## config.mk

```make
export PLATFORM = sky130hd
export DESIGN_NAME = bg_scene_sequencer
export DESIGN_NICKNAME = d
export VERILOG_FILES = /design/src/rtl/bg_scene_sequencer.sv
export SDC_FILE = /design/constraint.sdc
export NUM_CORES = 1
export LEC_CHECK = 0
export CAP_MARGIN = 10
export CORE_MARGIN = 2
export CORE_UTILIZATION = 45
export DETAILED_ROUTE_END_ITERATION = 8
export GPL_TIMING_DRIVEN = 0
export PLACE_DENSITY = 0.78
export SYNTH_ARGS = -nofsm -noshare
export SYNTH_HDL_FRONTEND = slang
export SYNTH_SLANG_ARGS = --single-unit
```

## constraint.sdc

```tcl
create_clock -name clk -period 4.7 [get_ports clk]
set_clock_uncertainty 0.2 [all_clocks]
set_input_delay 0.705 -clock clk [delete_from_list [all_inputs] [get_ports clk]]
set_output_delay 0.705 -clock clk [all_outputs]
set_load 0.01 [all_outputs]
```

## src/rtl/bg_scene_sequencer.sv

```systemverilog
// bg_scene_sequencer: picks the active background, scrolls it per frame, and blanks between scene switches
// Ports:
//   clk, rst           pixel clock, synchronous active-high reset
//   vsync_i            vsync level from the timing generator
//   auto_en_i          advance to the next scene after DWELL_FRAMES frames
//   speed_i            scroll increment per frame
//   req_valid_i/req_bg_i/req_ready_o  host scene-change request handshake
//   bg_sel_o, bg_en_o  current scene index and its one-hot enable (zero while blanked)
//   scroll_x_o         horizontal scroll offset
//   blank_out_o        forces video black during a transition
//   frame_cnt_o        free-running frame counter
module bg_scene_sequencer #(
  parameter int NUM_BG       = 4,
  parameter int DWELL_FRAMES = 256,
  parameter int FADE_FRAMES  = 4,
  parameter int SCROLL_W     = 10
) (
  input  logic                clk,
  input  logic                rst,
  input  logic                vsync_i,
  input  logic                auto_en_i,
  input  logic [2:0]          speed_i,
  input  logic                req_valid_i,
  input  logic [1:0]          req_bg_i,
  output logic                req_ready_o,
  output logic [1:0]          bg_sel_o,
  output logic [NUM_BG-1:0]   bg_en_o,
  output logic [SCROLL_W-1:0] scroll_x_o,
  output logic                blank_out_o,
  output logic [15:0]         frame_cnt_o
);
  typedef enum logic [1:0] {SHOW, BLANK, SWITCH} state_e;
  localparam logic [15:0]       DWELL_LAST = 16'(DWELL_FRAMES - 1);
  localparam logic [7:0]        FADE_LAST  = 8'(FADE_FRAMES - 1);
  localparam logic [1:0]        LAST_BG    = 2'(NUM_BG - 1);
  localparam logic [NUM_BG-1:0] ONE        = NUM_BG'(1);
  state_e              state_q, state_d;
  logic                vsync_q;
  logic [15:0]         dwell_q, dwell_d;
  logic [7:0]          fade_q, fade_d;
  logic [1:0]          target_q, target_d;
  logic [1:0]          bg_sel_q, bg_sel_d;
  logic [NUM_BG-1:0]   bg_en_q, bg_en_d;
  logic [SCROLL_W-1:0] scroll_q, scroll_d;
  logic                blank_q, blank_d;
  logic [15:0]         frame_q, frame_d;
  logic                tick, accept, req_useful, expire;
  logic [1:0]          next_bg;
  assign tick        = vsync_i & ~vsync_q;
  assign accept      = req_valid_i & (state_q == SHOW);
  // a request for the current scene or a nonexistent one is consumed without effect
  assign req_useful  = (req_bg_i != bg_sel_q) && ({1'b0, req_bg_i} < 3'(NUM_BG));
  assign expire      = auto_en_i & tick & (dwell_q == DWELL_LAST);
  assign next_bg     = (bg_sel_q == LAST_BG) ? 2'd0 : bg_sel_q + 2'd1;
  assign req_ready_o = state_q == SHOW;
  assign bg_sel_o    = bg_sel_q;
  assign bg_en_o     = bg_en_q;
  assign scroll_x_o  = scroll_q;
  assign blank_out_o = blank_q;
  assign frame_cnt_o = frame_q;
  always_ff @(posedge clk) begin
    if (rst) begin
      state_q  <= SHOW;
      vsync_q  <= 1'b0;
      dwell_q  <= '0;
      fade_q   <= '0;
      target_q <= '0;
      bg_sel_q <= '0;
      bg_en_q  <= ONE;
      scroll_q <= '0;
      blank_q  <= 1'b0;
      frame_q  <= '0;
    end else begin
      state_q  <= state_d;
      vsync_q  <= vsync_i;
      dwell_q  <= dwell_d;
      fade_q   <= fade_d;
      target_q <= target_d;
      bg_sel_q <= bg_sel_d;
      bg_en_q  <= bg_en_d;
      scroll_q <= scroll_d;
      blank_q  <= blank_d;
      frame_q  <= frame_d;
    end
  end
  // an accepted request decides alone; dwell expiry only counts when no request is taken
  always_comb begin
    state_d = state_q;
    if (state_q == SHOW && (accept ? req_useful : expire)) state_d = BLANK;
    else if (state_q == BLANK && tick && fade_q == FADE_LAST) state_d = SWITCH;
    else if (state_q == SWITCH) state_d = SHOW;
  end
  always_comb begin
    frame_d  = frame_q + 16'(tick);
    target_d = (state_q == SHOW && state_d == BLANK) ? (accept ? req_bg_i : next_bg) : target_q;
    dwell_d  = (state_q == SWITCH) ? '0 :
               (state_q == SHOW && tick && dwell_q != DWELL_LAST) ? dwell_q + 16'd1 : dwell_q;
    fade_d   = (state_q == BLANK) ? fade_q + 8'(tick) : '0;
    scroll_d = (state_q == SWITCH) ? '0 :
               (state_q == SHOW && tick) ? scroll_q + SCROLL_W'(speed_i) : scroll_q;
    bg_sel_d = (state_q == SWITCH) ? target_q : bg_sel_q;
    blank_d  = state_d != SHOW;
    bg_en_d  = blank_d ? '0 : ONE << bg_sel_d;
  end
endmodule

```

* Yosys cells after proc, flatten, opt, wreduce, memory -nomap -nowiden *
Index checks and enable logic that the tools add are counted.

cells by class
  add/subtract/negate cells = 5
  multiply operators = 0
  divide/modulo/power cells = 0
  $lt $le $gt $ge = 0
  equal/unequal tests = 8
  shift-type cells = 1
  mux-type cells = 8
  bitwise gates (word level) = 6
  reduce and logical (&&, ||, !) cells = 11

operators by type and width
  cell                                                                     count
  16-bit by 1-bit adder with 16-bit output                                 1
  16-bit by 1-bit adder with 16-bit output (second input constant)         1
  16-bit by 8-bit equality test with 1-bit output (second input constant)  1
  16-bit by 8-bit != test with 1-bit output (second input constant)        1
  2-bit two-way mux                                                        6
  10-bit by 3-bit adder with 10-bit output                                 1
  8-bit by 1-bit adder with 8-bit output                                   1
  8-bit by 2-bit equality test with 1-bit output (second input constant)   1
  1-bit logical AND                                                        6
  2-bit OR reduction                                                       3
  1-bit bitwise AND                                                        4
  2-bit by 1-bit equality test with 1-bit output (second input constant)   2
  2-bit equality test (second input constant)                              2
  1-bit by 2-bit left shift with 4-bit output (first input constant)       1
  2-bit by 1-bit adder with 2-bit output (second input constant)           1
  2-bit logical NOT                                                        1
  1-bit two-way mux                                                        2
  2-bit != test                                                            1
  1-bit NOT                                                                2
  2-bit nonzero test                                                       1

storage, ports and cells
  register bits = 62
  bits in latches = 0
  RAM bits = 0
  ROM bits = 0
  input port bits = 10
  output and inout port bits = 34
  logic and storage cells = 50
  memories kept = 0

* Longest topological paths before layout *
  depth after elaboration = 9
  gate-level depth with buffers = 7
  mapped depth without buffers = 7

* Least setup slack after synthesis *
No wires, ideal clock.

  kind = input port to flip-flop
  start = input vsync_i
  end = register frame_q[13] (netlist: frame_cnt_o[13])
  setup time = 0.121 ns
  arrival = 2.112 ns
  required time = 4.379 ns
  path slack = 2.268 ns
  stages = 6
  buffers on the path = 0
  cells stage by stage = nor2b_1 ha_1 nand2_1 nor4_1 and3_1 mux2_2

between the ends
  longest elaborated chain between the ends = 2

RTL lines
  element                                   RTL line  RTL
  from (decl)                               20        input logic vsync_i,
  1-bit bitwise AND                         49        assign tick = vsync_i & ~vsync_q;
  16-bit by 1-bit adder with 16-bit output  94        frame_d = frame_q + 16'(tick);
  to (signal assigned)                      83        frame_q <= frame_d;
  to (decl)                                 46        logic [15:0] frame_q, frame_d;

No other way between the ends.
A chain may end at the register's enable or synchronous reset.

* Final worst setup path *
Same ends and word-level chain as after synthesis.

==> flow_summary.json <==
{
  "status": "finished clean",
  "grt_usage": 0.189,
  "ys.flop_type": "dfxtp_1",
  "syn_nets": 336,
  "drive_above_1_share": 0.0829,
  "critPathSlowestCell": "nor4_1",
  "hold_viol": 0,
  "grt_pass1_vias": 2441,
  "synth.area.top_cells": "dfxtp_1 (43%), xor2_1 (4.3%), a21oi_1 (4.2%)",
  "yosysTopAreaCellShare": 0.431,
  "vias": 2561,
  "grt_start_max_net_pins": 11,
  "post_cts_resized": 0,
  "max_freq_ghz": 0.320,
  "finalWorstPathRequiredPeriod_ns": 3.13,
  "yosys.area.top_type": "dfxtp_1",
  "dp.cells": 436,
  "path_delay_family": "simple AND/OR/NAND/NOR gates",
  "crit_path_start": "vsync_i",
  "clk_latency_ns": 0.33,
  "drt_wl_total_mm": 6.33,
  "hpwl_mm": 4.57,
  "ys_types": 45,
  "ant_nets": 0,
  "core_area_sq_um": 6280,
  "p_total_w": 0.00103,
  "post-cts-setup-buffer-count": 0,
  "synth_warnings": 0,
  "ys_seq_area_frac": 0.431,
  "worst_setup_path_start_kind": "primary input",
  "die_height_microns": 84.0,
  "cts_tree": "done",
  "syn2layout_area_growth_pct": 24.3,
  "cts.root.buffer_cell": "clkbuf_8",
  "ys_seq_elements": 62,
  "worstMarginPinSlew_ns": 0.696,
  "min_path_type": "flop to flop",
  "drc": 0,
  "rows": 29,
  "max_stage_delay_ns": 0.55,
  "cellPowerDensity_nw_per_um2": 289,
  "rsz0062_at_grt": "false",
  "cp.required_ns": 4.72,
  "place_congestion": 0.834,
  "htreeDepth": 3,
  "grt_overflow": 0,
  "critical_path.cell_chain": "clkdlybuf4s50_1 -> nor2b_1 -> ha_1 -> nand2_1 -> nor4_1 -> and3_1 -> mux2_2",
  "cp-end-kind": "flop",
  "crit_type": "primary input to flop",
  "finalSetupTns_ns": 0,
  "ios": 44,
  "syn_inst": 316,
  "via_per_inst": 5.68,
  "first_pass_iters": 5,
  "postCtsHoldBufs": 0,
  "critPathMaxFanout": 5,
  "antenna_found_initial": 0,
  "cts_buffers": 9,
  "avgRoutedWirePerCell_microns": 14.0,
  "synth_edf_count": 0,
  "synth_area_per_cell_sq_um": 9.11,
  "dieWidth_microns": 84.0,
  "cp.buffers_inverters": 1,
  "worstHoldStart": "target_q[1]$_SDFFE_PP0P_",
  "drtIter0Drc": 133,
  "path_clk_slew_ns": 0.07,
  "p_leak_nw": 1.25,
  "fin_util": 0.570,
  "vdd_drop_max_v": 0.000203,
  "nets": 390,
  "cp.arrival_ns": 3.15,
  "setup_viol": 0,
  "die-area_sq_um": 7050,
  "start_util": 0.458,
  "antenna_cells": 0,
  "cts_max_path_buffers": 2,
  "syn_area_sq_um": 2880,
  "synth-async-reset-ratio": 0,
  "reg2reg_from": "vsync_q$_SDFF_PP0_",
  "relSlewSlack": 0.532,
  "cap_violations": 0,
  "fin_hold_ws_ns": 0.269,
  "slew_violations": 0,
  "port_buffers": 43,
  "cts.sinks": 62,
  "final_cells": 451,
  "post-route-period-util": 0.665,
  "grt_pass1_wl_mm": 11.0
}
## layer usage
layer  vias to the layer above  global-route usage  wire length [microns]
li1                       1273                   -                      -
met1                      1219               0.259                   3040
met2                        58               0.289                   2950
met3                        11              0.0386                    218
met4                         0              0.0821                    120
met5                         -                   0                      0
## kinds of logic after synthesis
logic type	count (synthesis)	synth area share
flops	62	0.431
mux	9	0.0339
compound gates	57	0.124
fa+ha+maj	10	0.0461
xor+xnor	22	0.0670
simple gates	136	0.268
buf+inv	20	0.0296
## registers in the layout, indices dropped and copies added, names as in the netlist
name	cells
dwell_q	16
frame_cnt_o	16
scroll_x_o	10
fade_q	8
bg_en_o	4
bg_sel_o	2
state_q	2
target_q	2
blank_out_o	1
vsync_q	1
## cells in the mapped netlist (4+ instances only)
library cell / instances
nor2_1: 30
ha_1: 9
or3_1: 6
nand3_1: 20
and4_1: 5
clkbuf_1: 6
xor2_1: 14
xnor2_1: 8
o31ai_1: 12
nor4b_1: 4
mux2_2: 6
nor2b_1: 7
a21oi_1: 24
o21ai_0: 8
inv_1: 9
nand4_1: 10
nand2_1: 19
dfxtp_1: 62
and3_1: 4
or4_1: 14
nor4_1: 4
## worst min-delay path, delay by kind of cell, from the launching register on
family           cells  cell delay [ns]
DFF                  1             0.32
muxes                1             0.05
and+or+nand+nor      1             0.05
## area by class of cell
type                       instances  area [sq um]
clock inverter                     4          22.5
tap                               77          96.3
timing repair buffer              43           430
fill                             573          2700
inverter                          10          37.5
buffer                            10          47.5
clock buffer                      11           151
sequential                        62          1240
multi-input combinational        234          1550
## report_power, final
group / internal [W] / total [W] / switching, W
clock network: 0.000214 / 0.000409 / 0.000195
logic: 0.0000384 / 0.0000809 / 0.0000425
registers: 0.000535 / 0.000543 / 0.00000788
total: 0.000788 / 0.00103 / 0.000245
## layout by cell type (no fill, tap or decap), drive strengths merged, types with 10 or more instances in the layout
cell type,synthesis,routed
o31ai,12,12
nand3,20,20
clkdlybuf4s50,0,43
nand4,10,10
nand2,19,19
dfxtp,62,62
xor2,14,14
or4,15,15
clkbuf,6,17
a21oi,24,24
nor2,30,30
## path summary, 6_finish.rpt
kind,end,cells past startpoint,slack [ns]
min reg2reg,target_q[1]$_SDFFE_PP0P_,2,0.27
min,target_q[1]$_SDFFE_PP0P_,2,0.27
max,frame_cnt_o[13]$_SDFF_PP0_,7,1.57
max reg2reg,frame_cnt_o[13]$_SDFF_PP0_,6,2.20
## metrics by stage
step	cell area, sq um	setup WS (ns)
5_1_grt	3580	1.48
4_1_cts	3580	1.63
3_5_place_dp	3400	1.29
6_report	3580	1.57
2_1_floorplan	2880	2.27
3_3_place_gp	3400	1.33
Power figures use the tool's default switching activity.
